**config.mk**
```make
export PLATFORM = sky130hd
export DESIGN_NAME = student_fir_mac_seq_flat
export DESIGN_NICKNAME = d
export VERILOG_FILES = /design/src/rtl/student_fir_mac_seq_if.sv /design/src/rtl/student_fir_mac_seq.sv /design/src/flat_wrapper.sv
export SDC_FILE = /design/constraint.sdc
export NUM_CORES = 1
export LEC_CHECK = 0
export CAP_MARGIN = 10
export CORE_MARGIN = 3
export CORE_UTILIZATION = 35
export DETAILED_ROUTE_END_ITERATION = 12
export DONT_BUFFER_PORTS = 1
export GPL_ROUTABILITY_DRIVEN = 1
export HOLD_SLACK_MARGIN = 0.15
export PLACE_DENSITY_LB_ADDON = 0.2
export SLEW_MARGIN = 20
export SYNTH_ARGS = -nofsm -noshare
export SYNTH_HDL_FRONTEND = slang
export SYNTH_SLANG_ARGS = --single-unit
```
**constraint.sdc**
```tcl
create_clock -name clk_i -period 10.85 [get_ports clk_i]
set_input_delay 1.6275 -clock clk_i [delete_from_list [all_inputs] [get_ports clk_i]]
set_output_delay 1.6275 -clock clk_i [all_outputs]
set_load 0.03 [all_outputs]
```
**src/rtl/student_fir_mac_seq_if.sv**
```systemverilog
// Signal bundle for the sequential FIR MAC: sample handshake, sample-RAM ports,
// coefficient port and result handshake. master = filter block, slave = its environment.
interface student_fir_mac_seq_if #(
  parameter int AddrWidth = 10,
  parameter int DataSize  = 16,
  parameter int NumTaps   = 64
);
  localparam int AccWidth = 2*DataSize + $clog2(NumTaps) + 1;

  logic                          sample_valid_i;
  logic signed [DataSize-1:0]    sample_i;
  logic                          sample_ready_o;
  logic                          ena_o;
  logic                          wea_o;
  logic        [AddrWidth-1:0]   addra_o;
  logic signed [DataSize-1:0]    dia_o;
  logic                          enb_o;
  logic        [AddrWidth-1:0]   addrb_o;
  logic signed [DataSize-1:0]    dob_i;
  logic                          coef_en_o;
  logic        [AddrWidth-1:0]   coef_addr_o;
  logic signed [DataSize-1:0]    coef_i;
  logic signed [AccWidth-1:0]    y_o;
  logic                          y_valid_o;
  logic                          y_ready_i;
  logic                          busy_o;

  modport master (
    input  sample_valid_i, sample_i, dob_i, coef_i, y_ready_i,
    output sample_ready_o, ena_o, wea_o, addra_o, dia_o, enb_o, addrb_o,
           coef_en_o, coef_addr_o, y_o, y_valid_o, busy_o
  );

  modport slave (
    output sample_valid_i, sample_i, dob_i, coef_i, y_ready_i,
    input  sample_ready_o, ena_o, wea_o, addra_o, dia_o, enb_o, addrb_o,
           coef_en_o, coef_addr_o, y_o, y_valid_o, busy_o
  );
endinterface

```
**src/rtl/student_fir_mac_seq.sv**
```systemverilog
// Sequential FIR: one sample in, NumTaps multiply-accumulates over an external
// sample ring RAM and coefficient memory, one full-precision result out.
module student_fir_mac_seq #(
  parameter int AddrWidth = 10,
  parameter int DataSize  = 16,
  parameter int NumTaps   = 64
) (
  input  logic                  clk_i,
  input  logic                  rst_i,
  student_fir_mac_seq_if.master bus
);
  localparam int AccWidth = 2*DataSize + $clog2(NumTaps) + 1;
  localparam logic [AddrWidth-1:0] LastTap = AddrWidth'(NumTaps - 1);

  if ((NumTaps < 1) || (NumTaps > (2**AddrWidth))) begin : g_taps_range
    $error("student_fir_mac_seq: NumTaps must lie in 1..2**AddrWidth");
  end

  typedef enum logic [2:0] {
    S_IDLE  = 3'd0,
    S_WRITE = 3'd1,
    S_RUN   = 3'd2,
    S_DRAIN = 3'd3,
    S_OUT   = 3'd4
  } state_t;

  state_t                       r_state, w_state_nxt;
  logic        [AddrWidth-1:0]  r_k, w_k_nxt, r_wptr;
  logic        [AddrWidth-1:0]  r_addra, r_addrb, r_coef_addr;
  logic signed [DataSize-1:0]   r_dia;
  logic signed [2*DataSize-1:0] w_prod;
  logic signed [AccWidth-1:0]   r_acc, r_y, w_acc_sum;
  logic                         r_mac_vld;
  logic                         r_ready, r_ena, r_wea, r_enb, r_coef_en, r_y_valid, r_busy;
  logic                         w_accept, w_release;

  assign w_accept  = (r_state == S_IDLE) && r_ready && bus.sample_valid_i;
  assign w_release = (r_state == S_OUT) && r_y_valid && bus.y_ready_i;

  // Next state and tap index
  always_comb begin
    w_state_nxt = r_state;
    w_k_nxt     = r_k;
    case (r_state)
      S_IDLE: begin
        if (w_accept) w_state_nxt = S_WRITE;
        else          w_state_nxt = S_IDLE;
      end
      S_WRITE: begin
        w_state_nxt = S_RUN;
        w_k_nxt     = '0;
      end
      S_RUN: begin
        if (r_k == LastTap) begin
          w_state_nxt = S_DRAIN;
        end else begin
          w_state_nxt = S_RUN;
          w_k_nxt     = r_k + AddrWidth'(1);
        end
      end
      S_DRAIN: w_state_nxt = S_OUT;
      S_OUT: begin
        if (w_release) w_state_nxt = S_IDLE;
        else           w_state_nxt = S_OUT;
      end
      default: w_state_nxt = S_IDLE;
    endcase
  end

  // Product of the RAM and coefficient words returned for the previous issue
  always_comb begin
    w_prod    = (2*DataSize)'(bus.dob_i) * (2*DataSize)'(bus.coef_i);
    w_acc_sum = r_acc + AccWidth'(w_prod);
  end

  // State and registered outputs, decoded from the state being entered
  always_ff @(posedge clk_i or posedge rst_i) begin
    if (rst_i) begin
      r_state     <= S_IDLE;
      r_k         <= '0;
      r_wptr      <= '0;
      r_ready     <= 1'b0;
      r_ena       <= 1'b0;
      r_wea       <= 1'b0;
      r_enb       <= 1'b0;
      r_coef_en   <= 1'b0;
      r_addra     <= '0;
      r_addrb     <= '0;
      r_coef_addr <= '0;
      r_dia       <= '0;
      r_y_valid   <= 1'b0;
      r_busy      <= 1'b0;
    end else begin
      r_state     <= w_state_nxt;
      r_k         <= w_k_nxt;
      r_ready     <= (w_state_nxt == S_IDLE);
      r_ena       <= (w_state_nxt == S_WRITE);
      r_wea       <= (w_state_nxt == S_WRITE);
      r_enb       <= (w_state_nxt == S_RUN);
      r_coef_en   <= (w_state_nxt == S_RUN);
      r_addra     <= r_wptr;
      r_addrb     <= r_wptr - w_k_nxt;
      r_coef_addr <= w_k_nxt;
      r_y_valid   <= (w_state_nxt == S_OUT);
      r_busy      <= (w_state_nxt != S_IDLE);
      if (w_accept) r_dia <= bus.sample_i;
      if (r_state == S_DRAIN) r_wptr <= r_wptr + AddrWidth'(1);
    end
  end

  // Accumulator: read data lags each issue by one cycle, so valid follows enb_o
  always_ff @(posedge clk_i or posedge rst_i) begin
    if (rst_i) begin
      r_acc     <= '0;
      r_y       <= '0;
      r_mac_vld <= 1'b0;
    end else begin
      r_mac_vld <= r_enb;
      if (r_state == S_WRITE) r_acc <= '0;
      else if (r_mac_vld)     r_acc <= w_acc_sum;
      if (r_state == S_DRAIN) r_y <= w_acc_sum;
    end
  end

  assign bus.sample_ready_o = r_ready;
  assign bus.ena_o          = r_ena;
  assign bus.wea_o          = r_wea;
  assign bus.addra_o        = r_addra;
  assign bus.dia_o          = r_dia;
  assign bus.enb_o          = r_enb;
  assign bus.addrb_o        = r_addrb;
  assign bus.coef_en_o      = r_coef_en;
  assign bus.coef_addr_o    = r_coef_addr;
  assign bus.y_o            = r_y;
  assign bus.y_valid_o      = r_y_valid;
  assign bus.busy_o         = r_busy;
endmodule
```
**src/flat_wrapper.sv**
```systemverilog
// flat-port wrapper written by rule: the top's interface ports become plain ports
module student_fir_mac_seq_flat 
#(
  parameter int AddrWidth = 10,
  parameter int DataSize  = 16,
  parameter int NumTaps   = 64
)
  (clk_i, rst_i, bus_sample_valid_i, bus_sample_i, bus_dob_i, bus_coef_i, bus_y_ready_i, bus_sample_ready_o, bus_ena_o, bus_wea_o, bus_addra_o, bus_dia_o, bus_enb_o, bus_addrb_o, bus_coef_en_o, bus_coef_addr_o, bus_y_o, bus_y_valid_o, bus_busy_o);
  student_fir_mac_seq_if #(.AddrWidth(AddrWidth), .DataSize(DataSize), .NumTaps(NumTaps)) bus_i ();
  input  logic clk_i;
  input  logic rst_i;
  input wire logic [$bits(bus_i.sample_valid_i)-1:0] bus_sample_valid_i;
  input wire logic [$bits(bus_i.sample_i)-1:0] bus_sample_i;
  input wire logic [$bits(bus_i.dob_i)-1:0] bus_dob_i;
  input wire logic [$bits(bus_i.coef_i)-1:0] bus_coef_i;
  input wire logic [$bits(bus_i.y_ready_i)-1:0] bus_y_ready_i;
  output wire logic [$bits(bus_i.sample_ready_o)-1:0] bus_sample_ready_o;
  output wire logic [$bits(bus_i.ena_o)-1:0] bus_ena_o;
  output wire logic [$bits(bus_i.wea_o)-1:0] bus_wea_o;
  output wire logic [$bits(bus_i.addra_o)-1:0] bus_addra_o;
  output wire logic [$bits(bus_i.dia_o)-1:0] bus_dia_o;
  output wire logic [$bits(bus_i.enb_o)-1:0] bus_enb_o;
  output wire logic [$bits(bus_i.addrb_o)-1:0] bus_addrb_o;
  output wire logic [$bits(bus_i.coef_en_o)-1:0] bus_coef_en_o;
  output wire logic [$bits(bus_i.coef_addr_o)-1:0] bus_coef_addr_o;
  output wire logic [$bits(bus_i.y_o)-1:0] bus_y_o;
  output wire logic [$bits(bus_i.y_valid_o)-1:0] bus_y_valid_o;
  output wire logic [$bits(bus_i.busy_o)-1:0] bus_busy_o;
  assign bus_i.sample_valid_i = bus_sample_valid_i;
  assign bus_i.sample_i = bus_sample_i;
  assign bus_i.dob_i = bus_dob_i;
  assign bus_i.coef_i = bus_coef_i;
  assign bus_i.y_ready_i = bus_y_ready_i;
  assign bus_sample_ready_o = bus_i.sample_ready_o;
  assign bus_ena_o = bus_i.ena_o;
  assign bus_wea_o = bus_i.wea_o;
  assign bus_addra_o = bus_i.addra_o;
  assign bus_dia_o = bus_i.dia_o;
  assign bus_enb_o = bus_i.enb_o;
  assign bus_addrb_o = bus_i.addrb_o;
  assign bus_coef_en_o = bus_i.coef_en_o;
  assign bus_coef_addr_o = bus_i.coef_addr_o;
  assign bus_y_o = bus_i.y_o;
  assign bus_y_valid_o = bus_i.y_valid_o;
  assign bus_busy_o = bus_i.busy_o;
  student_fir_mac_seq #(.AddrWidth(AddrWidth), .DataSize(DataSize), .NumTaps(NumTaps)) u_core (.clk_i(clk_i), .rst_i(rst_i), .bus(bus_i));
endmodule
```
* Word-level counts from Yosys, hierarchy flattened
Cells that the tools add are included.
Storage, ports and cells: bits in registers 143, input port bits 52, output and inout port bits 92, logic and storage cells 43
Cells by class: add/subtract/negate cells 4, multipliers 1, equality and inequality tests 8, muxes and demuxes 8, reduce and logical (&&, ||, !) cells 8
Operator list (count):
- 39-bit 2-to-1 mux | 2
- 39-bit by 32-bit adder with 39-bit output | 1
- 16-bit by 16-bit multiplier with 32-bit output | 1
- 10-bit by 1-bit adder with 10-bit output (second input constant) | 2
- 10-bit one-hot mux with 2 select lines | 1
- 3-bit one-hot mux with 5 select lines | 1
- 10-bit by 6-bit equality test with 1-bit output (second input constant) | 1
- 10-bit 2-to-1 mux | 1
- 10-bit subtractor | 1
- 3-bit by 2-bit equality test with 1-bit output (second input constant) | 3
- 3-bit by 1-bit equality test with 1-bit output (second input constant) | 2
- 3-bit equality test (second input constant) | 2
- 3-bit logical NOT | 2
- 1-bit logical AND | 4
- 3-bit 2-to-1 mux | 1
- 3-bit nonzero test | 1
- 1-bit 2-to-1 mux | 2
- 2-bit nonzero test | 1

* Depth between registers and ports, before layout
Gate-level depths: netlist of run 1.
depth after elaboration 6, gate-level depth with buffers 24, mapped depth without buffers 23

* Least setup slack after synthesis of run 1
Ideal clock, no wire load.
path kind input to register, start point in bus_dob_i[15], end point reg u_core.r_acc[36], setup time 78 ps, arrival time 7561 ps, data required time 10772 ps, slack 3211 ps, stages 22, path buffers 2, cells stage by stage clkbuf_1 -> nand2_1 -> inv_1 -> fa_1 -> fa_1 -> fa_1 -> fa_1 -> fa_1 -> inv_1 -> fa_1 -> inv_1 -> ha_1 -> buf_6 -> a21o_1 -> a21o_1 -> a21o_1 -> a221o_1 -> o21ai_1 -> a21oi_1 -> o21a_1 -> or3b_1 -> a21oi_1
On the way: cells in the longest elaborated chain, start to end 4
RTL lines:
- start, declared | RTL line flat_wrapper.sv:14 | input wire logic [$bits(bus_i.dob_i)-1:0] bus_dob_i;
- 16-bit by 16-bit multiplier with 32-bit output | RTL line student_fir_mac_seq.sv:72 | w_prod = (2*DataSize)'(bus.dob_i) * (2*DataSize)'(bus.coef_i);
- 39-bit by 32-bit adder with 39-bit output | RTL line student_fir_mac_seq.sv:73 | w_acc_sum = r_acc + AccWidth'(w_prod);
- 39-bit 2-to-1 mux | RTL line student_fir_mac_seq.sv:120 | else if (r_mac_vld) r_acc <= w_acc_sum;
- 39-bit 2-to-1 mux | RTL line student_fir_mac_seq.sv:119 | if (r_state == S_WRITE) r_acc <= '0;
- end signal, assigned | RTL line student_fir_mac_seq.sv:120
- end, declared | RTL line student_fir_mac_seq.sv:32 | logic signed [AccWidth-1:0] r_acc, r_y, w_acc_sum;
No other way between the ends. The select of a mux whose other input is x is not followed. A chain may end at the register's enable or synchronous reset.

* Worst setup path in the final report of run 1
start point in bus_coef_i[1], end point reg u_core.r_y[34] (netlist: u_core.bus.y_o[34])
On the way: cells in the longest elaborated chain, start to end 2
RTL lines:
- start, declared | RTL line flat_wrapper.sv:15 | input wire logic [$bits(bus_i.coef_i)-1:0] bus_coef_i;
- 16-bit by 16-bit multiplier with 32-bit output | RTL line student_fir_mac_seq.sv:72
- 39-bit by 32-bit adder with 39-bit output | RTL line student_fir_mac_seq.sv:73
- end signal, assigned | RTL line student_fir_mac_seq.sv:121 | if (r_state == S_DRAIN) r_y <= w_acc_sum;
- end, declared | RTL line student_fir_mac_seq.sv:32
No other way between the ends.

==> results_dict.tcl, run 1 <==
set metrics [dict create \
    status "finished, final reports clean" \
    die_h_um 232 \
    fill_cells 5058 \
    die_area_um2 53900 \
    cp_common_cell "fa_1" \
    max_stage_delay_ns 0.90 \
    start_util 0.355 \
    setup_violations 0 \
    fin_skew_ns 0.0119 \
    end_kind "flip-flop" \
    rows 82 \
    worstMarginPinSlew_ns 0.943 \
    dp_hpwl_um 36400 \
    cp_data_required_time_ns 11.14 \
    rsz0062_at_grt "no" \
    holdCritPathClass "reg -> reg" \
    ys_types 58 \
    worst-path-buf-inv 3 \
    synth_warnings 0 \
    via_per_inst 4.76 \
    synthesis.nets 2336 \
    cpMaxStageDelayCell "fa_1" \
    final-hold-violation-count 0 \
    first_pass_iters 5 \
    cts-buffers-inserted 17 \
    slew_headroom 0.371 \
    critPathKind "in -> reg" \
    drt-wirelength-per-cell_um 17.7 \
    postCtsSetupBuffers 0 \
    track_usage 0.174 \
    yosysTopAreaCellShare 0.366 \
    path_cells "nand2_1 -> inv_1 -> fa_1 -> fa_1 -> fa_1 -> fa_1 -> fa_1 -> inv_1 -> fa_1 -> inv_1 -> ha_1 -> nand4_1 -> nor3_1 -> nand4_1 -> o31ai_2 -> nor2_1 -> o21ai_1 -> a31oi_1 -> xor2_1 -> o21ai_0" \
    startpoint_type "input pin" \
    path_max_fanout 16 \
    min_period_ns 7.66 \
    syn_area_per_cell_um2 9.76 \
    drv_cap 0 \
    routed_wl_um 43900 \
    fmax_mhz 131 \
    cts_root_buf "clkbuf_16" \
    first_iter_violations 568 \
    reg2reg_slack_ns 5.36 \
    clock_latency_ns 0.44 \
    syn-cell-area_um2 17900 \
    slew_viol_final 0 \
    syn_inst 1833 \
    setup-tns-final_ns 0 \
    ctsResizeCount 0 \
    nets 2295 \
    arrival_ns 7.95 \
    antenna_left 0 \
    die_x_um 232 \
    synthTopCellsByCount "inv_1 (360), fa_1 (327), nand2_1 (256), dfrtp_1 (143), ha_1 (124)" \
    hold_start "u_core.r_wptr[0]$_DFFE_PP0P_" \
    synth_top_area_cell "fa_1" \
    syn2layout_area_growth_pct 6.71 \
    holdPathStages 0 \
    ctsLongestPathBuffers 2 \
    antenna_found_initial 0 \
    critPathTopFamily "adder cells" \
    io_pins 144 \
    coreArea_um2 50400 \
    grt_pass1_wl_um 74200 \
    io_buffers 0 \
    cts_tree "built" \
    ys_async_sr_fraction 1.00 \
    dr_total_vias 11800 \
    ctsHoldBuffers 0 \
    gp_congestion 0.881 \
    h-tree-depth 4 \
    whs_endpoint "u_core.bus.addra_o[0]$_DFF_PP0_" \
    synth_edf_count 0 \
    clock_sinks 143 \
    ys_seq_area_frac 0.200 \
    drc_errors 0 \
    clk_pin_slew_ns 0.07 \
    regToRegStartpoint "u_core.r_acc[15]$_DFFE_PP0P_" \
    fin_crit_sh 0.706 \
    synth_seq_cells 143 \
    grt_max_degree 76 \
    grt-ovfl-total 0 \
    ys.flop_type "dfrtp_1" \
    yosysMostFrequentCell "inv_1" \
    r2r.worst_path.cells 17 \
    first_global_vias 13000 \
    diodes 0 \
    worstReg2RegEnd "u_core.bus.y_o[34]$_DFFE_PP0P_" \
    synth.area.top_cells "fa_1 (37%), dfrtp_1 (20%), ha_1 (8.7%)" \
    drive_gt1_frac 0.0377 \
]
-- per-stage QoR --
step | util | hold slack [ns] | area, um^2 | instances | worst slack (ns)
2_1_floorplan | - | 0.403 | 17900 | 1833 | 3.21
3_3_place_gp | 0.367 | 0.438 | 18500 | 2445 | 2.85
3_5_place_dp | 0.367 | 0.444 | 18500 | 2445 | 2.80
4_1_cts | 0.379 | 0.464 | 19100 | 2477 | 3.20
5_1_grt | 0.379 | 0.491 | 19100 | 2477 | 2.88
6_report | 0.379 | 0.464 | 19100 | 2477 | 3.19
-- final cells by class --
class                      count  area, um^2  share of cell area
multi-input combinational   1263       12700               0.663
inverter                     360        1360              0.0710
tap                          672         841              0.0440
sequential                   143        3580               0.187
timing repair buffer           7        52.6             0.00275
clock inverter                14         175             0.00917
clock buffer                  18         429              0.0225
-- cell usage in the layout (no fill, tap or decap), drive strengths merged, types with 5 or more instances in the layout --
cell type  instances
a211oi             5
nand2            256
mux2              19
nor2b              5
a21o              26
ha               124
a31oi              8
fa               327
o21ai             57
inv              367
xor2              23
o21a               5
mux2i             23
a21oi             45
nand3b            12
nand4             11
buf                7
nor2              76
and2             115
clkbuf            18
dfrtp            143
nand3             14
nor3b              6
nor3              14
xnor2             35
nand2b            11
and3              11
-- worst reg2reg max path, stage by stage (launching register included) --
cell      delay, ns
dfrtp_1        0.36
inv_1          0.11
fa_1           0.51
inv_1          0.06
fa_1           0.55
fa_1           0.45
fa_1           0.56
fa_1           0.45
ha_1           0.44
nor2_1         0.08
a211oi_1       0.33
nand4_1        0.16
o31ai_2        0.37
nor2_1         0.13
o21ai_1        0.35
a31oi_1        0.15
xor2_1         0.20
o21ai_0        0.10
-- cells by family after synthesis --
kind of cell	share of synthesized area
xor gates and xnor gates	0.0284
AOI/OAI and AO/OA	0.0577
DFF	0.200
muxes	0.0248
and+or+nand+nor	0.144
buffers and inverters	0.0931
adders and majority gates	0.452
-- sequential cells by signal, summed over array words and instances (netlist names) --
name,count
u_core.r_wptr,10
u_core.r_state,3
u_core.bus.addra_o,10
u_core.r_acc,39
u_core.bus.sample_ready_o,1
u_core.bus.dia_o,16
u_core.bus.addrb_o,10
u_core.r_k,10
u_core.bus.y_valid_o,1
u_core.bus.ena_o,1
u_core.bus.enb_o,1
u_core.bus.busy_o,1
u_core.r_mac_vld,1
u_core.bus.y_o,39
-- how the worst max path moves through the flow --
stage | startpoint | endpoint | slack, ns | cells past startpoint
after floorplan | bus_dob_i[15] | u_core.r_acc[36]$_DFFE_PP0P_ | 3.21 | 22
after global placement | bus_coef_i[1] | u_core.bus.y_o[34]$_DFFE_PP0P_ | 2.85 | 20
after detailed placement | bus_coef_i[1] | u_core.bus.y_o[34]$_DFFE_PP0P_ | 2.80 | 20
after CTS | bus_coef_i[1] | u_core.bus.y_o[34]$_DFFE_PP0P_ | 3.20 | 20
after global routing | bus_coef_i[1] | u_core.r_acc[38]$_DFFE_PP0P_ | 2.88 | 20
final | bus_coef_i[1] | u_core.bus.y_o[34]$_DFFE_PP0P_ | 3.19 | 20
-- metal layers --
metal	global-route usage	routed length (um)	vias to the layer above
met4	0.0385	665	0
met1	0.262	21700	5970
li1	-	-	5511
met5	0	0	-
met3	0.0350	2620	45
met2	0.259	18900	269
Power of run 1 is not shown: default switching activity piles up to over one toggle a cycle in this logic, so the estimate is an artifact.
==> run 2: changes to the inputs <==
==> constraint.sdc (replaced) <==
create_clock -name clk_i -period 7.4 [get_ports clk_i]
set_input_delay 1.11 -clock clk_i [delete_from_list [all_inputs] [get_ports clk_i]]
set_output_delay 1.11 -clock clk_i [all_outputs]
set_load 0.03 [all_outputs]
==> results_dict.tcl, run 2 (synthesis results as in run 1) <==
set metrics [dict create \
    r2r.worst_path.cells 18 \
    end_kind "flip-flop" \
    io_pins 144 \
    worst-path-buf-inv 3 \
    start_util 0.355 \
    cts_root_buf "clkbuf_16" \
    slew_viol_final 0 \
    dp_hpwl_um 36200 \
    cp_data_required_time_ns 7.67 \
    die_area_um2 53900 \
    whs_endpoint "u_core.bus.addra_o[1]$_DFF_PP0_" \
    clk_pin_slew_ns 0.06 \
    drv_cap 0 \
    via_per_inst 4.79 \
    fin_crit_sh 0.917 \
    postCtsSetupBuffers 0 \
    ctsHoldBuffers 0 \
    cts_tree "built" \
    ctsResizeCount 0 \
    first_global_vias 12800 \
    cpMaxStageDelayCell "fa_1" \
    critPathTopFamily "adder cells" \
    path_cells "nand2_1 -> inv_1 -> fa_1 -> fa_1 -> fa_1 -> fa_1 -> fa_1 -> inv_1 -> fa_1 -> inv_1 -> ha_1 -> nand4_1 -> nor3_1 -> nand4_1 -> o31ai_2 -> nor2_1 -> o21ai_1 -> a31oi_1 -> xor2_1 -> o21ai_0" \
    first_pass_iters 5 \
    arrival_ns 7.05 \
    routed_wl_um 44000 \
    drive_gt1_frac 0.0425 \
    fin_skew_ns 0.0154 \
    syn2layout_area_growth_pct 7.15 \
    gp_congestion 0.882 \
    drc_errors 0 \
    status "finished, final reports clean" \
    worstMarginPinSlew_ns 0.956 \
    first_iter_violations 757 \
    rows 82 \
    setup_violations 0 \
    grt_max_degree 77 \
    layout_common_cells "inv_1 (359), fa_1 (327), nand2_1 (256)" \
    setup-tns-final_ns 0 \
    max_stage_delay_ns 0.70 \
    h-tree-depth 4 \
    ctsLongestPathBuffers 2 \
    fmax_mhz 147 \
    worstReg2RegEnd "u_core.bus.y_o[24]$_DFFE_PP0P_" \
    critPathKind "in -> reg" \
    antenna_left 0 \
    clock_sinks 143 \
    coreArea_um2 50400 \
    path_max_fanout 16 \
    final-hold-violation-count 0 \
    reg2reg_slack_ns 1.91 \
    io_buffers 0 \
    min_period_ns 6.78 \
    holdCritPathClass "reg -> reg" \
    regToRegStartpoint "u_core.r_acc[13]$_DFFE_PP0P_" \
    track_usage 0.173 \
    clock_latency_ns 0.43 \
    startpoint_type "input pin" \
    dr_total_vias 11900 \
    drt-wirelength-per-cell_um 17.7 \
    final_common_cell "inv_1" \
    hold_start "u_core.r_wptr[1]$_DFFE_PP0P_" \
    slew_headroom 0.362 \
    cts-buffers-inserted 17 \
    rsz0062_at_grt "no" \
    cp_common_cell "fa_1" \
    holdPathStages 0 \
    grt-ovfl-total 0 \
    grt_pass1_wl_um 73800 \
    die_x_um 232 \
    antenna_found_initial 0 \
    diodes 0 \
    die_h_um 232 \
    nets 2303 \
]
## run 2: worst max-delay path by stage
stage                  startpoint                             end  slack, ns  cells after the start
floorplan           bus_dob_i[15]    u_core.r_acc[36]$_DFFE_PP0P_       0.28                     22
global route        bus_coef_i[1]  u_core.bus.y_o[34]$_DFFE_PP0P_       0.12                     20
finish              bus_coef_i[1]  u_core.bus.y_o[34]$_DFFE_PP0P_       0.62                     20
detailed placement  bus_coef_i[1]    u_core.r_acc[38]$_DFFE_PP0P_       0.18                     20
CTS                 bus_coef_i[1]    u_core.r_acc[38]$_DFFE_PP0P_       0.59                     20
global placement    bus_coef_i[1]  u_core.bus.y_o[37]$_DFFE_PP0P_       0.30                     20
## run 2: final cells by class
cell class / instances / area, um^2
clock buffers: 17 / 425
flip-flops and latches: 143 / 3580
fillers: 5056 / 31200
clock inverters: 15 / 198
well taps: 672 / 841
repair buffers: 15 / 113
multi-input cells: 1263 / 12700
inverters: 360 / 1360
## run 2: worst register-to-register path, cell delays in order (launching register included)
cell and delay, ns:
dfrtp_1 0.41, ha_1 0.33, fa_1 0.55, fa_1 0.45
fa_1 0.62, inv_1 0.07, fa_1 0.49, inv_1 0.05
ha_1 0.39, a211o_1 0.29, a21oi_1 0.18, nand2_1 0.10
o211ai_1 0.33, o31ai_1 0.14, buf_4 0.16, a21o_1 0.17
a21oi_1 0.28, xor2_1 0.21, o21ai_0 0.11
## run 2: per-stage QoR
step                instance area (um^2)  hold slack [ns]  worst slack [ns]  utilization  std cells
floorplan                          17900            0.403             0.278            -       1833
global route                       19200            0.473             0.124        0.381       2485
detailed placement                 18600            0.446             0.178        0.368       2453
finish                             19200            0.459             0.615        0.381       2485
CTS                                19200            0.461             0.586        0.381       2485
global placement                   18600            0.439             0.302        0.368       2453
## run 2: per-layer routing
layer / vias to the layer above / GRT usage / routed length, um
met5: - / 0 / 0
li1: 5517 / - / -
met3: 28 / 0.0350 / 2920
met2: 300 / 0.260 / 19000
met4: 0 / 0.0223 / 304
met1: 6061 / 0.264 / 21800
Power of run 2 is left out for the same reason.
